===== src/rtl/rx_bit_decoder.sv =====
// USB receive bit decoder: NRZI decode, bit-stuff removal, byte assembly
// (LSB first) and end-of-packet detection on strobed D+/D- samples.
// Optional feature macro: RX_STUFF_ERR_EN -- flags a decoded 1 in the
// stuff-bit slot on stuff_err; when undefined stuff_err is tied low.
module rx_bit_decoder #(
  parameter int unsigned STUFF_LIMIT = 6
) (
  input  logic       clk,
  input  logic       rst,
  input  logic       rx_enable,
  input  logic       shift_enable,
  input  logic       d_plus_sync,
  input  logic       d_minus_sync,
  output logic [7:0] rx_data,
  output logic       byte_valid,
  output logic       eop,
  output logic       stuff_err
);

  localparam int unsigned ONES_W = $clog2(STUFF_LIMIT + 1);
  localparam int unsigned BYTE_W = 8;
  // The oldest received bit falls off the low end when the byte completes,
  // so only the upper seven bits of the assembly register are kept.
  localparam int unsigned SHR_W  = BYTE_W - 1;

  typedef enum logic [1:0] {
    IDLE  = 2'd0,
    RECV  = 2'd1,
    SE0_1 = 2'd2,
    EOP   = 2'd3
  } state_e;

  state_e              state_q, state_d;
  logic [SHR_W-1:0]    shreg_q, shreg_d;
  logic [2:0]          bit_cnt_q, bit_cnt_d;
  logic [ONES_W-1:0]   ones_cnt_q, ones_cnt_d;
  logic                prev_level_q, prev_level_d;
  logic [BYTE_W-1:0]   rx_data_q, rx_data_d;
  logic                byte_valid_q, byte_valid_d;
  logic                eop_q, eop_d;
`ifdef RX_STUFF_ERR_EN
  logic                stuff_err_q, stuff_err_d;
`endif

  logic                se0;
  logic                dbit;

  // Sample classification; D+=D-=1 is treated as J, so D+ alone gives the level.
  assign se0  = ~d_plus_sync & ~d_minus_sync;
  assign dbit = (d_plus_sync == prev_level_q);

  // Next-state, datapath and pulse logic.
  always_comb begin
    state_d      = state_q;
    shreg_d      = shreg_q;
    bit_cnt_d    = bit_cnt_q;
    ones_cnt_d   = ones_cnt_q;
    prev_level_d = prev_level_q;
    rx_data_d    = rx_data_q;
    byte_valid_d = 1'b0;
    eop_d        = 1'b0;
`ifdef RX_STUFF_ERR_EN
    stuff_err_d  = 1'b0;
`endif

    if (!rx_enable) begin
      // Disable wins over any coincident strobe.
      state_d      = IDLE;
      shreg_d      = '0;
      bit_cnt_d    = '0;
      ones_cnt_d   = '0;
      prev_level_d = 1'b1;
    end else begin
      case (state_q)
        IDLE: begin
          state_d      = RECV;
          shreg_d      = '0;
          bit_cnt_d    = '0;
          ones_cnt_d   = '0;
          prev_level_d = 1'b1;
        end

        RECV: begin
          if (shift_enable) begin
            if (se0) begin
              state_d = SE0_1;
            end else begin
              prev_level_d = d_plus_sync;
              if (ones_cnt_q == ONES_W'(STUFF_LIMIT)) begin
                // Stuff-bit slot: dropped without advancing the byte.
                ones_cnt_d = '0;
`ifdef RX_STUFF_ERR_EN
                stuff_err_d = dbit;
`endif
              end else begin
                ones_cnt_d = dbit ? ONES_W'(ones_cnt_q + ONES_W'(1)) : '0;
                shreg_d    = {dbit, shreg_q[SHR_W-1:1]};
                bit_cnt_d  = bit_cnt_q + 3'd1;
                if (bit_cnt_q == 3'd7) begin
                  rx_data_d    = {dbit, shreg_q};
                  byte_valid_d = 1'b1;
                end
              end
            end
          end
        end

        SE0_1: begin
          if (shift_enable) begin
            if (se0) begin
              state_d    = EOP;
              eop_d      = 1'b1;
              shreg_d    = '0;
              bit_cnt_d  = '0;
              ones_cnt_d = '0;
            end else begin
              state_d      = RECV;
              prev_level_d = d_plus_sync;
            end
          end
        end

        EOP: begin
          if (shift_enable && !se0) begin
            prev_level_d = d_plus_sync;
            if (d_plus_sync) begin
              state_d = RECV;
            end
          end
        end

        default: state_d = IDLE;
      endcase
    end
  end

  // State and output registers with asynchronous reset.
  always_ff @(posedge clk or posedge rst) begin
    if (rst) begin
      state_q      <= IDLE;
      shreg_q      <= '0;
      bit_cnt_q    <= '0;
      ones_cnt_q   <= '0;
      prev_level_q <= 1'b1;
      rx_data_q    <= '0;
      byte_valid_q <= 1'b0;
      eop_q        <= 1'b0;
`ifdef RX_STUFF_ERR_EN
      stuff_err_q  <= 1'b0;
`endif
    end else begin
      state_q      <= state_d;
      shreg_q      <= shreg_d;
      bit_cnt_q    <= bit_cnt_d;
      ones_cnt_q   <= ones_cnt_d;
      prev_level_q <= prev_level_d;
      rx_data_q    <= rx_data_d;
      byte_valid_q <= byte_valid_d;
      eop_q        <= eop_d;
`ifdef RX_STUFF_ERR_EN
      stuff_err_q  <= stuff_err_d;
`endif
    end
  end

  assign rx_data    = rx_data_q;
  assign byte_valid = byte_valid_q;
  assign eop        = eop_q;
`ifdef RX_STUFF_ERR_EN
  assign stuff_err  = stuff_err_q;
`else
  assign stuff_err  = 1'b0;
`endif

endmodule


===== config.mk =====
export PLATFORM = sky130hd
export DESIGN_NAME = rx_bit_decoder
export DESIGN_NICKNAME = d
export VERILOG_FILES = /design/src/rtl/rx_bit_decoder.sv
export SDC_FILE = /design/constraint.sdc
export NUM_CORES = 1
export LEC_CHECK = 0
export ABC_AREA = 1
export BUFFER_PORTS_ARGS = -buffer_cell sky130_fd_sc_hd__buf_2
export CAP_MARGIN = 10
export CORE_ASPECT_RATIO = 0.9
export CORE_UTILIZATION = 30
export CTS_CLUSTER_SIZE = 16
export DETAILED_ROUTE_END_ITERATION = 7
export SYNTH_ARGS = -nofsm -noshare
export SYNTH_HDL_FRONTEND = slang
export SYNTH_SLANG_ARGS = --single-unit

===== constraint.sdc =====
create_clock -name clk -period 2 [get_ports clk]
set_clock_uncertainty 0.05 [all_clocks]
set_input_delay 0.2 -clock clk [delete_from_list [all_inputs] [get_ports clk]]
set_output_delay 0.2 -clock clk [all_outputs]
set_load 0.02 [all_outputs]

==> metrics.md <==
| Metric | Value |
|---|---|
| Status | complete, no violations |
| Slowest cell on crit path | dfrtp_1 |
| Unique cell type count in the Yosys netlist | 21 |
| Post-synth EDFFs | 0 |
| Setup Buffers After CTS | 0 |
| Lkg Pwr | 0.966 nW |
| Final setup fails | 0 |
| Core ar. | 4600 sq um |
| CTS Buf Count | 3 |
| Power per cell area | 943 nW/um^2 |
| Warnings from Yosys | 0 |
| Pin count of the biggest net entering global routing | 27 |
| Level count of the clock H-tree | 1 |
| Register area | 652 sq um |
| Chip Width | 76.3 microns |
| Compound-Gate Fraction of Synth Area | 6.29% |
| Layout area overhead | 13.4% |
| Critical path, cell by cell | inv_1 -> ha_1 -> nand2_4 -> inv_2 -> nand2_2 -> nand2_2 -> nor2_4 -> inv_1 -> nand2_1 -> nand2_1 |
| Ys async rst share | 100% |
| Clock buffer depth | 2 |
| Worst setup margin | 0.229 ns |
| Max-cap viol count | 0 |
| GR Util All Layers | 12.1% |
| Tot Pwr | 0.00159 W |
| HPWL Detailed | 1970 microns |
| Hold Startpoint | shift_enable |
| Hold Fails Final Rpt | 0 |
| XOR/XNOR share of the synthesized area | 1.17% |
| DR iter-0 viols | 94 |
| Initial Util | 32.4% |
| Vias per inst | 4.29 |
| Mapped Nets | 200 |
| Wire length per cell | 10.3 microns |
| Maximum vdd ir drop | 373 uV |
| Die Height | 68.9 microns |
| Via count | 1133 |
| Worst flop-to-flop path endpoint | ones_cnt_q[2] |
| Peak Freq | 0.565 GHz |
| Main synth FF type | dfrtp_1 |
| CP Max Fanout | 14 |
| Instance count of the mapped netlist | 185 |
| Gates resized, CTS repair | 0 |
| GP Congestion | 0.845 |
| #FFs+latches synth | 26 |
| # DRC | 0 |
| Area of placed instances | 1610 sq um |
| Tmin final | 1.77 ns |
| Root buffer cell | clkbuf_8 |
| Crit Path Category | reg -> reg |
| Pre-CTS setup slack | 0.228 ns |
| Seq/Total Area, Yosys | 43.7% |
| Total wire length | 2720 microns |
| Layout cells sized above 1 | 19.8% |
| Final #Nets | 218 |
| Hold_ws | 0.172 ns |
| Setup TNS | 0 ns |
| Clk pin slew, worst setup/hold paths | 0.09 ns |
| Hold Path End | eop |
| Post-Synth Simple-Gate Area | 31.2% |
| Tcrit/Tclk final | 88.5% |
| Max incr delay on CP | 0.40 ns |
| Reg2reg start | state_q[1] |
| Grt ovf | 0 |
| Vias in the first global route | 1019 |
| Die ar. | 5260 sq um |
| Mux share of post-synthesis cell area | 0% |
| Syn Area/Cell | 8.06 sq um |
| First-pass GRT wire length | 4920 microns |
| Final cell area excluding filler cells | 1690 sq um |
| Cells on worst reg2reg path | 10 |
| Number of inserted diodes | 0 |
| Hold Crit Depth | 3 |
| Post-Syn Area | 1490 sq um |
| Largest family of logic cells by synthesized area | simple AND/OR/NAND/NOR gates |
| Multi-input logic area | 693 sq um |
| I/O pin count | 17 |
| Core Rows | 23 |
| Min-delay worst type | in -> reg |
| Worst EP arrival | 1.89 ns |
| Slew Limit Fails | 0 |
| Sinks on Clock Net | 26 |
| Worst-Skew Late Latency | 0.27 ns |
| Synth Area in Adders | 7.55% |
| WP data required | 2.12 ns |
| Initial antenna violation count | 0 |
| Flop2flop setup slack | 0.23 ns |
| CTS tree | yes |
| Worst setup EP type | register |
| ANT nets after route | 0 |
| Initial DRT Pass Iterations | 4 |
| Worst Setup Start Kind | register |
| Unrepaired setup endpoints after global routing | false |
| Filler cells | 488 |
| Port-buffer cells | 15 |
-- layout by cell type (no fill, tap or decap) --
master,instances
bufinv_16,1
xor2_1,2
nand3_2,1
nand3_1,15
dlygate4sd3_1,1
dfrtp_1,25
nand2_1,55
nand2_2,4
o21ai_0,4
o21ai_2,7
nor2_4,2
nand4_4,1
buf_4,1
inv_2,2
nand2_4,2
nor2_1,22
inv_1,26
clkbuf_8,3
buf_2,15
a21oi_1,1
conb_1,1
o211ai_1,1
ha_1,9
dfstp_2,1
-- cells by family (layout without fill, tap and decap cells) --
kind of cell	after synthesis	count (layout)
adder cells (fa/ha/maj)	9	9
buffers and inverters	32	49
AND/OR/NAND/NOR	102	102
other	1	1
XOR/XNOR	2	2
AO/OA/AOI/OAI	13	13
flip-flops	26	26
-- per-stage QoR --
step                      util [%]  cells
final                         36.7    264
after global routing          36.7    264
after global placement        35.0    259
after floorplan                  -    185
after CTS                     36.7    264
after detailed placement      35.0    259
-- timing repair --
action / 4_1_cts / 5_1_grt
hold endpoints to repair: 25 / 0
endpoints found under the setup margin: 0 / 0
hold buffers: 1 / 0
-- per-layer routing --
layer	wire length (microns)	track usage [%]	vias to the layer above
li1	-	-	600
met1	1480	17.1	514
met2	1140	18.7	17
met3	83	3.29	2
met4	19	2.16	0
met5	0	0	-
-- worst max-delay path, delay by kind of cell (launching register included) --
kind	cells	cell delay [ns]
adders and majority gates	1	0.25
buffers and inverters	3	0.27
DFF	1	0.40
and+or+nand+nor	6	0.69
-- Yosys cell counts (2+ instances only) --
master / count / area [sq um]
buf_6: 3 / 33.8
dfrtp_1: 25 / 626
ha_1: 9 / 113
inv_1: 26 / 97.6
inv_2: 2 / 7.51
nand2_1: 55 / 206
nand2_2: 4 / 25.0
nand2_4: 2 / 22.5
nand3_1: 15 / 75.1
nor2_1: 22 / 82.6
nor2_4: 2 / 22.5
o21ai_0: 4 / 20.0
o21ai_2: 7 / 61.3
xor2_1: 2 / 17.5
-- report_power, final --
group	switching, W	leakage (nW)	internal [W]
Sequential	0.0000469	0.357	0.000586
Combinational	0.000359	0.573	0.000165
Clock	0.000171	0.0357	0.000268
Total	0.000577	0.966	0.00102
-- how the worst max path moves through the flow --
stage               endpoint       start  slack, ns  cells past startpoint
2_1_floorplan     rx_data[1]  state_q[1]       0.53                      8
3_3_place_gp   ones_cnt_q[1]  state_q[0]       0.23                     10
3_5_place_dp   ones_cnt_q[2]  state_q[1]       0.23                     10
4_1_cts        ones_cnt_q[2]  state_q[1]       0.22                     10
5_1_grt        ones_cnt_q[0]  state_q[0]       0.02                     10
6_report       ones_cnt_q[2]  state_q[1]       0.23                     10
-- layout make-up --
type                       count  area share [%]
inverter                      28            6.21
timing repair buffer          17            5.47
sequential                    26            38.5
clock buffer                   3            2.44
multi-input combinational    127            41.0
tap                           62            4.59
clock inverter                 1            1.78
-- flip-flops by register name, indices dropped and copies added (netlist names) --
signal        flops
state_q           2
ones_cnt_q        3
eop               1
rx_data           8
byte_valid        1
bit_cnt_q         3
prev_level_q      1
shreg_q           7
(Power assumes the default switching activity.)
